--- config.mk ---
export PLATFORM = sky130hd
export DESIGN_NAME = trans_dispatcher
export DESIGN_NICKNAME = d
export VERILOG_FILES = /design/src/rtl/trans_pkg.sv /design/src/rtl/trans_dispatcher_rr_arbiter.sv /design/src/rtl/trans_dispatcher.sv
export SDC_FILE = /design/constraint.sdc
export NUM_CORES = 1
export LEC_CHECK = 0
export CORE_ASPECT_RATIO = 0.6
export CORE_MARGIN = 4
export CORE_UTILIZATION = 54
export CTS_CLUSTER_SIZE = 14
export DETAILED_ROUTE_END_ITERATION = 8
export PLACE_DENSITY = 0.86
export SETUP_SLACK_MARGIN = 0.4
export SKIP_LAST_GASP = 1
export SLEW_MARGIN = 5
export SYNTH_ARGS = -nofsm -noshare
export SYNTH_HDL_FRONTEND = slang
export SYNTH_SLANG_ARGS = --single-unit
--- constraint.sdc ---
create_clock -name clk -period 8.2 [get_ports clk]
set_input_delay 1.23 -clock clk [delete_from_list [all_inputs] [get_ports clk]]
set_output_delay 1.23 -clock clk [all_outputs]
set_load 0.05 [all_outputs]
--- src/rtl/trans_pkg.sv ---
// Shared types for the transactor dispatcher.
// Holds the FSM encoding and the round-robin pick helper.
package trans_pkg;

  localparam int OP_W_DEF = 11;
  localparam int MAX_REQ  = 16;
  localparam int IDX_W    = 4;

  typedef enum logic [1:0] {
    IDLE,
    ISSUE,
    WAIT,
    DONE
  } state_t;

  typedef struct packed {
    logic             valid;
    logic [IDX_W-1:0] idx;
  } pick_t;

  // First set bit at or above ptr, wrapping at n.
  function automatic pick_t rr_pick(
    input logic [MAX_REQ-1:0] req,
    input logic [IDX_W-1:0]   ptr,
    input int                 n
  );
    pick_t p;
    int    j;
    p = '0;
    for (int i = 0; i < MAX_REQ; i++) begin
      if (i < n) begin
        j = int'(ptr) + i;
        if (j >= n) j = j - n;
        if (!p.valid && req[j]) begin
          p.valid = 1'b1;
          p.idx   = IDX_W'(j);
        end
      end
    end
    return p;
  endfunction

endpackage

--- src/rtl/trans_dispatcher_rr_arbiter.sv ---
// Combinational round-robin pick.
// The priority pointer is owned by the caller.
module rr_arbiter
  import trans_pkg::*;
#(
  parameter int NUM_REQ = 4
) (
  input  logic [NUM_REQ-1:0] req,
  input  logic [IDX_W-1:0]   ptr,
  output logic               valid,
  output logic [IDX_W-1:0]   idx
);

  pick_t pick;

  // Search upward from ptr for the next requestor.
  always_comb begin
    pick = rr_pick(MAX_REQ'(req), ptr, NUM_REQ);
  end

  assign valid = pick.valid;
  assign idx   = pick.idx;

endmodule

--- src/rtl/trans_dispatcher.sv ---
// Round-robin dispatcher in front of one transactor.
// Issues one op, waits for work_done rise, acks winner.
module trans_dispatcher
  import trans_pkg::*;
#(
  parameter int NUM_REQ = 4,
  parameter int OP_W    = OP_W_DEF,
  parameter int TIMEOUT = 64
) (
  input  logic                    clk,
  input  logic                    reset,
  input  logic [NUM_REQ-1:0]      req,
  input  logic [NUM_REQ*OP_W-1:0] req_op,
  output logic [NUM_REQ-1:0]      ack,
  output logic                    do_work,
  output logic [OP_W-1:0]         op_code,
  input  logic                    work_done,
  output logic                    busy,
  output logic                    timeout_err,
  output logic [31:0]             issue_count
);

  localparam int TMR_W =
    (TIMEOUT > 2) ? $clog2(TIMEOUT) : 1;
  localparam logic [TMR_W-1:0] TMR_LAST =
    TMR_W'(TIMEOUT - 2);
  localparam logic [IDX_W-1:0] LAST_IDX =
    IDX_W'(NUM_REQ - 1);

  state_t           state;
  state_t           next_state;
  logic [IDX_W-1:0] rr_ptr;
  logic [IDX_W-1:0] grant;
  logic [IDX_W-1:0] pick_idx;
  logic             pick_valid;
  logic [TMR_W-1:0] timer;
  logic             wd_q;
  logic             rise;
  logic             expire;

  rr_arbiter #(
    .NUM_REQ (NUM_REQ)
  ) u_arb (
    .req   (req),
    .ptr   (rr_ptr),
    .valid (pick_valid),
    .idx   (pick_idx)
  );

  assign rise   = work_done & ~wd_q;
  assign expire = (timer == TMR_LAST) & ~rise;

  // State register.
  always_ff @(posedge clk) begin
    if (reset) state <= IDLE;
    else       state <= next_state;
  end

  // Next state and Moore outputs.
  always_comb begin
    next_state = state;
    ack        = '0;
    do_work    = 1'b0;
    busy       = (state != IDLE);
    unique case (state)
      IDLE:  if (pick_valid) next_state = ISSUE;
      ISSUE: begin
        do_work    = 1'b1;
        next_state = WAIT;
      end
      WAIT:  if (rise || expire) next_state = DONE;
      DONE:  begin
        next_state = IDLE;
        for (int i = 0; i < NUM_REQ; i++)
          ack[i] = (grant == IDX_W'(i));
      end
      default: next_state = IDLE;
    endcase
  end

  // Datapath: grant latch, timer, counters, flags.
  always_ff @(posedge clk) begin
    if (reset) begin
      wd_q        <= 1'b0;
      rr_ptr      <= '0;
      grant       <= '0;
      op_code     <= '0;
      timer       <= '0;
      timeout_err <= 1'b0;
      issue_count <= '0;
    end else begin
      wd_q <= work_done;
      unique case (state)
        IDLE: begin
          if (pick_valid) begin
            grant   <= pick_idx;
            op_code <=
              req_op[int'(pick_idx)*OP_W +: OP_W];
          end
        end
        ISSUE: begin
          issue_count <= issue_count + 32'd1;
          timer       <= '0;
        end
        WAIT: begin
          timer <= timer + 1'b1;
          if (expire) timeout_err <= 1'b1;
        end
        DONE: begin
          if (grant == LAST_IDX) rr_ptr <= '0;
          else rr_ptr <= grant + 1'b1;
        end
        default: ;
      endcase
    end
  end

endmodule

==> run_results.csv <==
group,metric,value,unit
sta,period_needed,4.29,ns
global_routing,grt_max_degree,46,
critical_path,rr_worst_depth,13,
placement,finalWeightedCongestion,0.835,
routing,via_per_inst,6.02,
routing,drtPass1Iterations,5,
floorplanning,coreArea,0.00736,mm^2
power,power_density,299,mW/mm^2
synth,async_reset_ff_frac,0,
critical_path,start_kind,"register",
routing,drtAntennaViolNets,0,
clock_tree,cts_tree,"done",
floorplanning,start_util,0.561,
routing,drcViolationCount,0,
synth,synth.cell_area,0.00413,mm^2
global_routing,grt_pass1_wl,18700,um
floorplanning,die-height,75.7,um
synth,synth_most_common_cell,"dfxtp_1",
synth,ys_seq_area_frac,0.296,
floorplanning,dieArea,0.00915,mm^2
sta,fmax,233,MHz
clock_tree,cts_max_path_buffers,2,
synth,synth-edff-count,0,
outcome,status,"finished, final reports clean",
sta,tightest_slew,1.03,ns
synth,synth_fp_nets,544,
synth,synth.top_cells.by_count,"61 x dfxtp_1, 52 x nor2_1, 36 x nand2_1",
global_routing,grt_util_all_layers,0.252,
synth,synth_area_leaders,"dfxtp_1 30%, ha_1 7.3%, xor2_1 4.9%, nor2_1 4.7%, a221oi_1 4.5%",
routing,via_count,4007,
power,p_leak,1.98,nW
critical_path,worstPathRequired,8.42,ns
floorplanning,rows,24,
routing,drt-initial-drc-count,269,
flow_run,max_cap_viol_count,0,
global_routing,grt_pass1_vias,3812,
power,vdd.ir_drop.worst,154,uV
global_routing,antenna_found_initial,0,
synth,ys_types,60,
synth,synth_top_area_cell,"dfxtp_1",
sta,whs,0.476,ns
clock_tree,clkLatencyLatePin,0.32,ns
sta,hold_viol,0,
synth,avgSynthCellArea,8.80,um^2
critical_path,critical_path_arrival,4.51,ns
clock_tree,cts_root_buffer,"clkbuf_16",
layout,syn_to_final_growth,32.3,%
critical_path,reg2reg_to,"op_code[10]",
critical_path,critPathLaunch,"rr_ptr[1]",
synth,yosysTopAreaCellShare,0.296,
placement,io_buffers,100,
sta,slew_viol_final,0,
synth,netlist_instances,469,
layout,multi_input_area,0.00266,mm^2
sta,relSlewSlack,0.314,
clock_tree,htreeDepth,3,
clock_tree,clkSinkCount,61,
synth,synth-seq-cells,61,
critical_path,path_class,"register to register",
critical_path,r2r_start,"rr_ptr[1]",
synth,yosys_warnings,0,
floorplanning,chipWidth,121,um
worst_hold_path,hold_depth,2,
sta,skew,0.00610,ns
worst_hold_path,hp-class,"register to register",
sta,rsz0062_at_grt,"no",
worst_hold_path,min-delay-start,"op_code[3]",
sta,finalSetupViolCount,0,
power,p_total,1.63,mW
placement,dpl.hpwl,8600,um
layout,fillCellCount,526,
clock_tree,cts_hold_buf,0,
critical_path,cp-endpoint,"op_code[10]",
clock_tree,cts_resized,0,
layout,nets,632,
sta,tns,0,ns
clock_tree,cts_buffers,9,
synth,ys.flop_type,"dfxtp_1",
critical_path,crit_path_max_fanout,12,
routing,routed_wl,11700,um
clock_tree,clkTransAtPathRegs,0.06,ns
layout,seq_area,0.00122,mm^2
floorplanning,pin_count,101,
sta,fin_crit_sh,0.523,
critical_path,worstSetupEndpointType,"register",
layout,drive_above_1_share,0.112,
clock_tree,post_cts_buffers,0,
global_routing,grt_overflow,0,
routing,wl_per_cell,17.5,um
layout,n_antenna_cell,0,
critical_path,reg2reg_setup_slack,3.91,ns
worst min-delay path by stage:
stage	endpoint	slack, ns
final	op_code[3]	0.48
after global routing	op_code[9]	0.51
after CTS	op_code[10]	0.48
after detailed placement	op_code[10]	0.46
after global placement	op_code[10]	0.45
after floorplan	timer[5]	0.46
final cells by class:
class,count,area share
Inverter,20,0.0137
Clock inverter,5,0.0195
Multi-Input combinational cell,361,0.486
Timing Repair Buffer,104,0.189
Clock buffer,11,0.0444
Tap cell,104,0.0238
Sequential cell,61,0.224
logic make-up after synthesis:
group                    count (synthesis)  share of synthesized area
AO/OA/AOI/OAI                          110                      0.209
XOR/XNOR                                32                     0.0715
adder cells (fa/ha/maj)                 24                     0.0727
buffers and inverters                   47                     0.0606
flip-flops                              61                      0.296
multiplexers                            32                      0.104
AND/OR/NAND/NOR                        163                      0.187
state kept, by name (all words and copies together), names as in the netlist:
name and flops:
wd_q 1, issue_count 32, timer 6, grant 4, state 2, rr_ptr 4
op_code 11, timeout_err 1
power by group:
group	internal, mW	switching [mW]	leakage (nW)	total, mW
clock network	0.306	0.136	0.166	0.442
logic	0.326	0.497	1.32	0.823
registers	0.332	0.0346	0.495	0.367
metal layers:
metal | up-vias | track usage | wire, um
met5 | - | 0 | 0
met3 | 9 | 0.0542 | 826
met1 | 1939 | 0.364 | 5560
met4 | 0 | 0.0565 | 80
li1 | 1893 | - | -
met2 | 166 | 0.391 | 5200
worst max-delay path, stage by stage, from the launching register on:
cell,delay (ns)
dfxtp_1,0.58
inv_1,0.15
ha_1,0.22
a21oi_1,0.18
xor2_1,0.29
ha_1,0.21
a21boi_0,0.11
a211oi_1,0.25
a41o_1,0.15
and2_1,0.29
o311ai_2,0.36
a2111oi_2,1.02
a21bo_2,0.31
o311ai_1,0.07
through the flow:
| step | cell area, um^2 | util | setup slack (ns) | std cells |
|---|---|---|---|---|
| after floorplan | 4130 | - | 5.00 | 469 |
| after global placement | 5110 | 0.695 | 3.93 | 650 |
| after detailed placement | 5110 | 0.695 | 3.80 | 650 |
| after CTS | 5460 | 0.743 | 4.03 | 666 |
| after global routing | 5460 | 0.743 | 3.58 | 666 |
| final | 5460 | 0.743 | 3.91 | 666 |
placed cells by master (no fill, tap or decap), types with 7 or more instances in the layout:
cell type,Yosys,routed
a21oi_1,16,16
inv_1,20,20
xor2_1,23,23
clkdlybuf4s50_1,0,100
o21ai_0,24,24
mux2_2,13,13
ha_1,24,24
nand2_1,36,36
nand3_1,27,27
a21bo_2,7,7
clkbuf_16,0,9
a221oi_1,21,21
mux2_4,10,10
or3_1,9,9
and3_1,10,10
dfxtp_1,61,61
nand4_1,7,7
o311ai_1,11,11
xnor2_1,7,7
nor2_1,52,52
(Power assumes the default switching activity.)
